$ cat src/rtl/sipo_deser.sv
// Serial MSB-first bit stream to WIDTH-bit words, queued in a DEPTH-entry FIFO; word visible one cycle after its last bit.
// Backpressure via o_valid/i_ready; a word completing into a full FIFO with no pop is dropped and flagged in o_ovf.

module sipo_fifo #(
  parameter int W     = 4,
  parameter int DEPTH = 2
) (
  input  logic         i_clk,
  input  logic         i_rst_n,
  input  logic         wr_vld,
  input  logic [W-1:0] wr_dat,
  output logic         wr_rdy,
  output logic         rd_vld,
  input  logic         rd_rdy,
  output logic [W-1:0] rd_dat
);

  localparam int AW = $clog2(DEPTH);

  logic [W-1:0] mem [DEPTH];
  logic [AW:0]  wr_ptr;
  logic [AW:0]  rd_ptr;
  logic         full;
  logic         empty;
  logic         do_wr;
  logic         do_rd;

  // Extra pointer MSB distinguishes full from empty when the addresses match.
  assign empty  = (wr_ptr == rd_ptr);
  assign full   = (wr_ptr[AW] != rd_ptr[AW]) && (wr_ptr[AW-1:0] == rd_ptr[AW-1:0]);
  assign rd_vld = !empty;
  assign do_rd  = rd_vld && rd_rdy;
  assign wr_rdy = !full || do_rd;
  assign do_wr  = wr_vld && wr_rdy;
  assign rd_dat = mem[rd_ptr[AW-1:0]];

  always_ff @(posedge i_clk or negedge i_rst_n) begin
    if (!i_rst_n) begin
      wr_ptr <= '0;
      rd_ptr <= '0;
      for (int i = 0; i < DEPTH; i++) begin
        mem[i] <= '0;
      end
    end else begin
      if (do_wr) begin
        mem[wr_ptr[AW-1:0]] <= wr_dat;
        wr_ptr              <= wr_ptr + 1'b1;
      end
      if (do_rd) begin
        rd_ptr <= rd_ptr + 1'b1;
      end
    end
  end

endmodule

module sipo_deser #(
  parameter int WIDTH = 4,
  parameter int DEPTH = 2
) (
  input  logic             i_clk,
  input  logic             i_rst_n,
  input  logic             i_bit_vld,
  input  logic             i_bit,
  input  logic             i_sof,
  output logic [WIDTH-1:0] o_data,
  output logic             o_valid,
  input  logic             i_ready,
  output logic             o_ovf,
  output logic             o_frm_err,
  input  logic             i_clr
);

  localparam int CW = $clog2(WIDTH + 1);

  typedef enum logic {
    IDLE    = 1'b0,
    COLLECT = 1'b1
  } state_t;

  state_t           state_q;
  state_t           state_d;
  logic [WIDTH-1:0] sr_q;
  logic [WIDTH-1:0] sr_d;
  logic [CW-1:0]    cnt_q;
  logic [CW-1:0]    cnt_d;
  logic [CW-1:0]    cnt_inc;
  logic [WIDTH:0]   sr_ext;
  logic [WIDTH-1:0] shifted;
  logic             word_done;
  logic             push;
  logic             frm_set;
  logic             ovf_set;
  logic             fifo_wr_rdy;

  // Widened concat keeps the shift legal even when WIDTH is 1.
  assign sr_ext  = {sr_q, i_bit};
  assign shifted = sr_ext[WIDTH-1:0];
  assign cnt_inc = cnt_q + CW'(1);

  always_comb begin
    word_done = 1'b0;
    if (i_bit_vld) begin
      if (state_q == IDLE) begin
        word_done = i_sof && (WIDTH == 1);
      end else begin
        word_done = !i_sof && (cnt_inc == CW'(WIDTH));
      end
    end
  end

  always_ff @(posedge i_clk or negedge i_rst_n) begin
    if (!i_rst_n) begin
      state_q <= IDLE;
    end else begin
      state_q <= state_d;
    end
  end

  always_comb begin
    state_d = state_q;
    case (state_q)
      IDLE: begin
        if (i_bit_vld && i_sof && !word_done) begin
          state_d = COLLECT;
        end
      end
      COLLECT: begin
        if (word_done) begin
          state_d = IDLE;
        end
      end
      default: state_d = IDLE;
    endcase
  end

  always_comb begin
    sr_d    = sr_q;
    cnt_d   = cnt_q;
    push    = 1'b0;
    frm_set = 1'b0;
    case (state_q)
      IDLE: begin
        if (i_bit_vld && i_sof) begin
          sr_d  = shifted;
          cnt_d = word_done ? '0 : CW'(1);
          push  = word_done;
        end
      end
      COLLECT: begin
        if (i_bit_vld) begin
          sr_d = shifted;
          if (i_sof) begin
            // Partial word abandoned; this bit becomes the new MSB.
            frm_set = 1'b1;
            cnt_d   = CW'(1);
          end else if (word_done) begin
            cnt_d = '0;
            push  = 1'b1;
          end else begin
            cnt_d = cnt_inc;
          end
        end
      end
      default: begin
        cnt_d = '0;
      end
    endcase
  end

  always_ff @(posedge i_clk or negedge i_rst_n) begin
    if (!i_rst_n) begin
      sr_q  <= '0;
      cnt_q <= '0;
    end else begin
      sr_q  <= sr_d;
      cnt_q <= cnt_d;
    end
  end

  sipo_fifo #(
    .W     (WIDTH),
    .DEPTH (DEPTH)
  ) u_fifo (
    .i_clk   (i_clk),
    .i_rst_n (i_rst_n),
    .wr_vld  (push),
    .wr_dat  (shifted),
    .wr_rdy  (fifo_wr_rdy),
    .rd_vld  (o_valid),
    .rd_rdy  (i_ready),
    .rd_dat  (o_data)
  );

  assign ovf_set = push && !fifo_wr_rdy;

  // Set takes priority over a same-cycle clear.
  always_ff @(posedge i_clk or negedge i_rst_n) begin
    if (!i_rst_n) begin
      o_ovf     <= 1'b0;
      o_frm_err <= 1'b0;
    end else begin
      if (ovf_set) begin
        o_ovf <= 1'b1;
      end else if (i_clr) begin
        o_ovf <= 1'b0;
      end
      if (frm_set) begin
        o_frm_err <= 1'b1;
      end else if (i_clr) begin
        o_frm_err <= 1'b0;
      end
    end
  end

endmodule

$ cat config.mk
export PLATFORM = sky130hd
export DESIGN_NAME = sipo_deser
export DESIGN_NICKNAME = d
export VERILOG_FILES = /design/src/rtl/sipo_deser.sv
export SDC_FILE = /design/constraint.sdc
export NUM_CORES = 1
export LEC_CHECK = 0
export CAP_MARGIN = 10
export CORE_MARGIN = 4
export CORE_UTILIZATION = 50
export CTS_BUF_LIST = sky130_fd_sc_hd__clkbuf_16
export CTS_CLUSTER_DIAMETER = 40
export DETAILED_ROUTE_END_ITERATION = 10
export GPL_TIMING_DRIVEN = 0
export PLACE_DENSITY = 0.73
export SLEW_MARGIN = 20
export SYNTH_ARGS = -nofsm -noshare
export SYNTH_HDL_FRONTEND = slang
export SYNTH_SLANG_ARGS = --single-unit
$ cat constraint.sdc
create_clock -name i_clk -period 5.69 [get_ports i_clk]
set_clock_uncertainty 0.2 [all_clocks]
set_input_delay 1.138 -clock i_clk [delete_from_list [all_inputs] [get_ports i_clk]]
set_output_delay 1.138 -clock i_clk [all_outputs]
set_load 0.02 [all_outputs]
==> results of run 1 <==
[how the worst max path moves through the flow]
stage / startpoint / end / slack, ns / cells past startpoint
global route: u_fifo.rd_ptr[0] / o_valid / 2.38 / 4
floorplan: u_fifo.rd_ptr[1] / o_valid / 3.26 / 2
global placement: i_sof / u_fifo.mem[3] / 2.73 / 4
CTS: u_fifo.rd_ptr[1] / o_valid / 2.46 / 3
finish: u_fifo.rd_ptr[1] / o_valid / 2.49 / 3
detailed placement: i_sof / u_fifo.mem[1] / 2.70 / 4
[report_power, final]
group	total (W)	internal [W]	switching (W)	leakage, nW
Combinational	0.000294	0.000148	0.000147	0.245
Clock	0.000147	0.0000943	0.0000525	0.0409
Sequential	0.000248	0.000207	0.0000407	0.263
Total	0.000689	0.000449	0.000240	0.550
[routing by layer]
layer	track usage [%]	vias up	part of all wire [%]
met5	0	-	0
met4	7.66	0	0.66
met3	3.38	2	2.9
met2	23.7	9	47
met1	21.7	299	49
li1	-	309	-
[stage by stage]
stage          instance area, sq um  utilization (%)  power, W  instances  hold WS, ns
2_1_floorplan                  1030                -  0.000453         76        0.272
3_3_place_gp                   1190             60.7  0.000533        116        0.277
3_5_place_dp                   1190             60.7  0.000545        116        0.287
4_1_cts                        1270             64.7  0.000697        120        0.300
5_1_grt                        1270             64.7  0.000739        120        0.310
6_report                       1270             64.7  0.000689        120        0.300
[worst max-delay path, stage by stage (launching register included)]
cell,delay [ns]
dfrtp_1,0.43
xnor2_2,0.38
or2b_1,0.27
clkdlybuf4s50_1,0.53
[flip-flops by register name, summed over array words and instances (netlist names)]
signal,cells
u_fifo.mem,8
o_frm_err,1
u_fifo.wr_ptr,2
cnt_q,3
sr_q,3
u_fifo.rd_ptr,2
o_ovf,1
state_q,1
[synthesized netlist by cell type]
| library cell | number |
|---|---|
| dfrtp_1 | 21 |
| mux2_2 | 15 |
| inv_1 | 4 |
| nand2_1 | 4 |
| xnor2_1 | 4 |
| o21ai_0 | 3 |
| a22o_1 | 2 |
| buf_2 | 2 |
| ha_1 | 2 |
| nor3b_1 | 2 |
| o22ai_1 | 2 |
| o311ai_4 | 2 |
| a32o_1 | 1 |
| and4b_1 | 1 |
| clkbuf_1 | 1 |
| mux2i_1 | 1 |
| nand4b_1 | 1 |
| nor3_1 | 1 |
| o211ai_1 | 1 |
| o21a_1 | 1 |
| o31ai_1 | 1 |
| or2b_1 | 1 |
| xnor2_2 | 1 |
| xor2_1 | 1 |
| xor2_2 | 1 |
[layout make-up]
cell class / instances / area, sq um
Inverter: 4 / 15.0
Clock inverter: 1 / 5.00
Fill cell: 163 / 692
Multi-Input combinational cell: 48 / 472
Buffer: 3 / 13.8
Timing Repair Buffer: 13 / 130
Tap cell: 27 / 33.8
Sequential cell: 21 / 526
Clock buffer: 3 / 75.1
[cells by family after synthesis]
kind of cell / synth area share, %
XOR/XNOR: 7.44
multiplexers: 17.4
flip-flops: 51.2
AND/OR/NAND/NOR: 5.97
buffers and inverters: 2.80
adder cells (fa/ha/maj): 2.44
AO/OA/AOI/OAI: 12.7
==> metrics.md, run 1 <==
| Metric | Value |
|---|---|
| Status | `complete, no violations` |
| Cts bufs inserted | `3` |
| Fin. Hold Viols | `0` |
| Setup violators final | `0` |
| Worst reg2reg path startpoint | `cnt_q[0]` |
| Worst-Skew Late Latency | `0.25 ns` |
| Clock-pin slew on the worst setup and hold paths | `0.06 ns` |
| Total Routing Usage GR | `15.9%` |
| Post-CTS sizing | `0` |
| Hold Startpoint | `u_fifo.mem[5]` |
| DR pass1 iterations | `4` |
| Die width | `53.3 um` |
| Number of synthesized register bits | `21` |
| Die ar. | `2840 sq um` |
| Pre-CTS setup slack | `2.70 ns` |
| # diodes | `0` |
| Initial antenna violation count | `0` |
| Critical path type | `reg2out` |
| Synth top area share | `51.2%` |
| Routability congestion estimate | `0.660` |
| Io pins | `14` |
| Via density | `5.16` |
| Final cycle utilization of the critical path | `56.3%` |
| Hold path cells | `1` |
| FF-to-FF End | `u_fifo.mem[1]` |
| Row count | `16` |
| Initial Util | `52.3%` |
| Max Buffers Root-to-Sink | `2` |
| Slew headroom | `36.6%` |
| Critical Path RT | `4.35 ns` |
| Congestion Overflow GR | `0` |
| Max-cap viol count | `0` |
| Antenna Nets Post-Route | `0` |
| Initial DRC Count | `2` |
| R2R depth | `5` |
| Post-synthesis cell area | `1030 sq um` |
| Post-synth net total | `85` |
| Share of layout cells above drive strength 1 | `26.9%` |
| Root buffer cell | `clkbuf_16` |
| Detailed placer's ending HPWL | `1260 um` |
| Tmin final | `3.20 ns` |
| Hold-critical path endpoint | `u_fifo.mem[5]` |
| Leakage power | `0.550 nW` |
| Largest net degree at the start of global routing | `22` |
| Post-CTS repair timing setup buffer count | `0` |
| Number of global-route vias before repair | `652` |
| Drc violations | `0` |
| Main area contributors after synthesis | `dfrtp_1 (51%), mux2_2 (16%), o311ai_4 (5.1%), xnor2_1 (3.4%), ha_1 (2.4%)` |
| CTS Sinks | `21` |
| Ys Warns | `0` |
| Final worst setup slack | `2.49 ns` |
| Synthesis-to-finish area growth | `23.8%` |
| Hold buffers post-CTS | `0` |
| Most common cell after layout, fill and taps aside | `dfrtp_1` |
| Fmax | `0.312 GHz` |
| Routed len/inst | `15.2 um` |
| H-tree levels | `1` |
| CP arrival | `1.87 ns` |
| Slew Limit Fails | `0` |
| Core Box Area | `1960 sq um` |
| Layout net count | `103` |
| Reg-to-reg setup timing slack | `3.66 ns` |
| Die Y | `53.3 um` |
| Crit path launch type | `register` |
| Largest fanout on the critical path | `5` |
| Setup TNS | `0 ns` |
| Mapped Cells | `76` |
| Syn avg cell area | `13.5 sq um` |
| Worst Tran Pin Value | `0.947 ns` |
| Most frequent cells in the layout | `dfrtp_1 (21), mux2_2 (15), clkdlybuf4s50_1 (13)` |
| Cell Pwr Density | `542 nW/um^2` |
| Routed Wire Length | `1830 um` |
| Area leader, netlist | `dfrtp_1` |
| Type of the worst min-delay path | `reg2reg` |
| Vias | `619` |
| Seq/Total Area, Yosys | `51.2%` |
| Port bufs | `13` |
| CTS tree | `yes` |
| CP Capture Type | `output pin` |
| Unrepaired setup endpoints after global routing | `no` |
| VDD IR max | `0.244 mV` |
| First-pass GRT wire length | `3140 um` |
| Yosys cell types | `25` |
(Power assumes the default switching activity.)
==> inputs of run 2 (changes only) <==
clock period = 3.15 ns   (was 5.69 ns; I/O delays follow)
==> results of run 2 <==
Same layout as run 1 (identical final DEF). Status: complete, no violations.
Among the figures that moved: setup slack after placement 2.70 ns -> 0.670 ns; setup slack after layout 2.49 ns -> 0.455 ns; register-to-register setup slack 3.66 ns -> 1.12 ns; total power 0.000689 W -> 0.00124 W; worst IR drop on VDD 0.244 mV -> 0.440 mV
==> inputs of run 3 (changes only) <==
CTS_CLUSTER_DIAMETER = not set   (was 40)
==> results of run 3 <==
Same layout as run 1 (identical final DEF). Status: complete, no violations.
Among the figures that moved: setup slack after placement 2.70 ns -> 0.670 ns; setup slack after layout 2.49 ns -> 0.455 ns; register-to-register setup slack 3.66 ns -> 1.12 ns; total power 0.000689 W -> 0.00124 W; worst IR drop on VDD 0.244 mV -> 0.440 mV
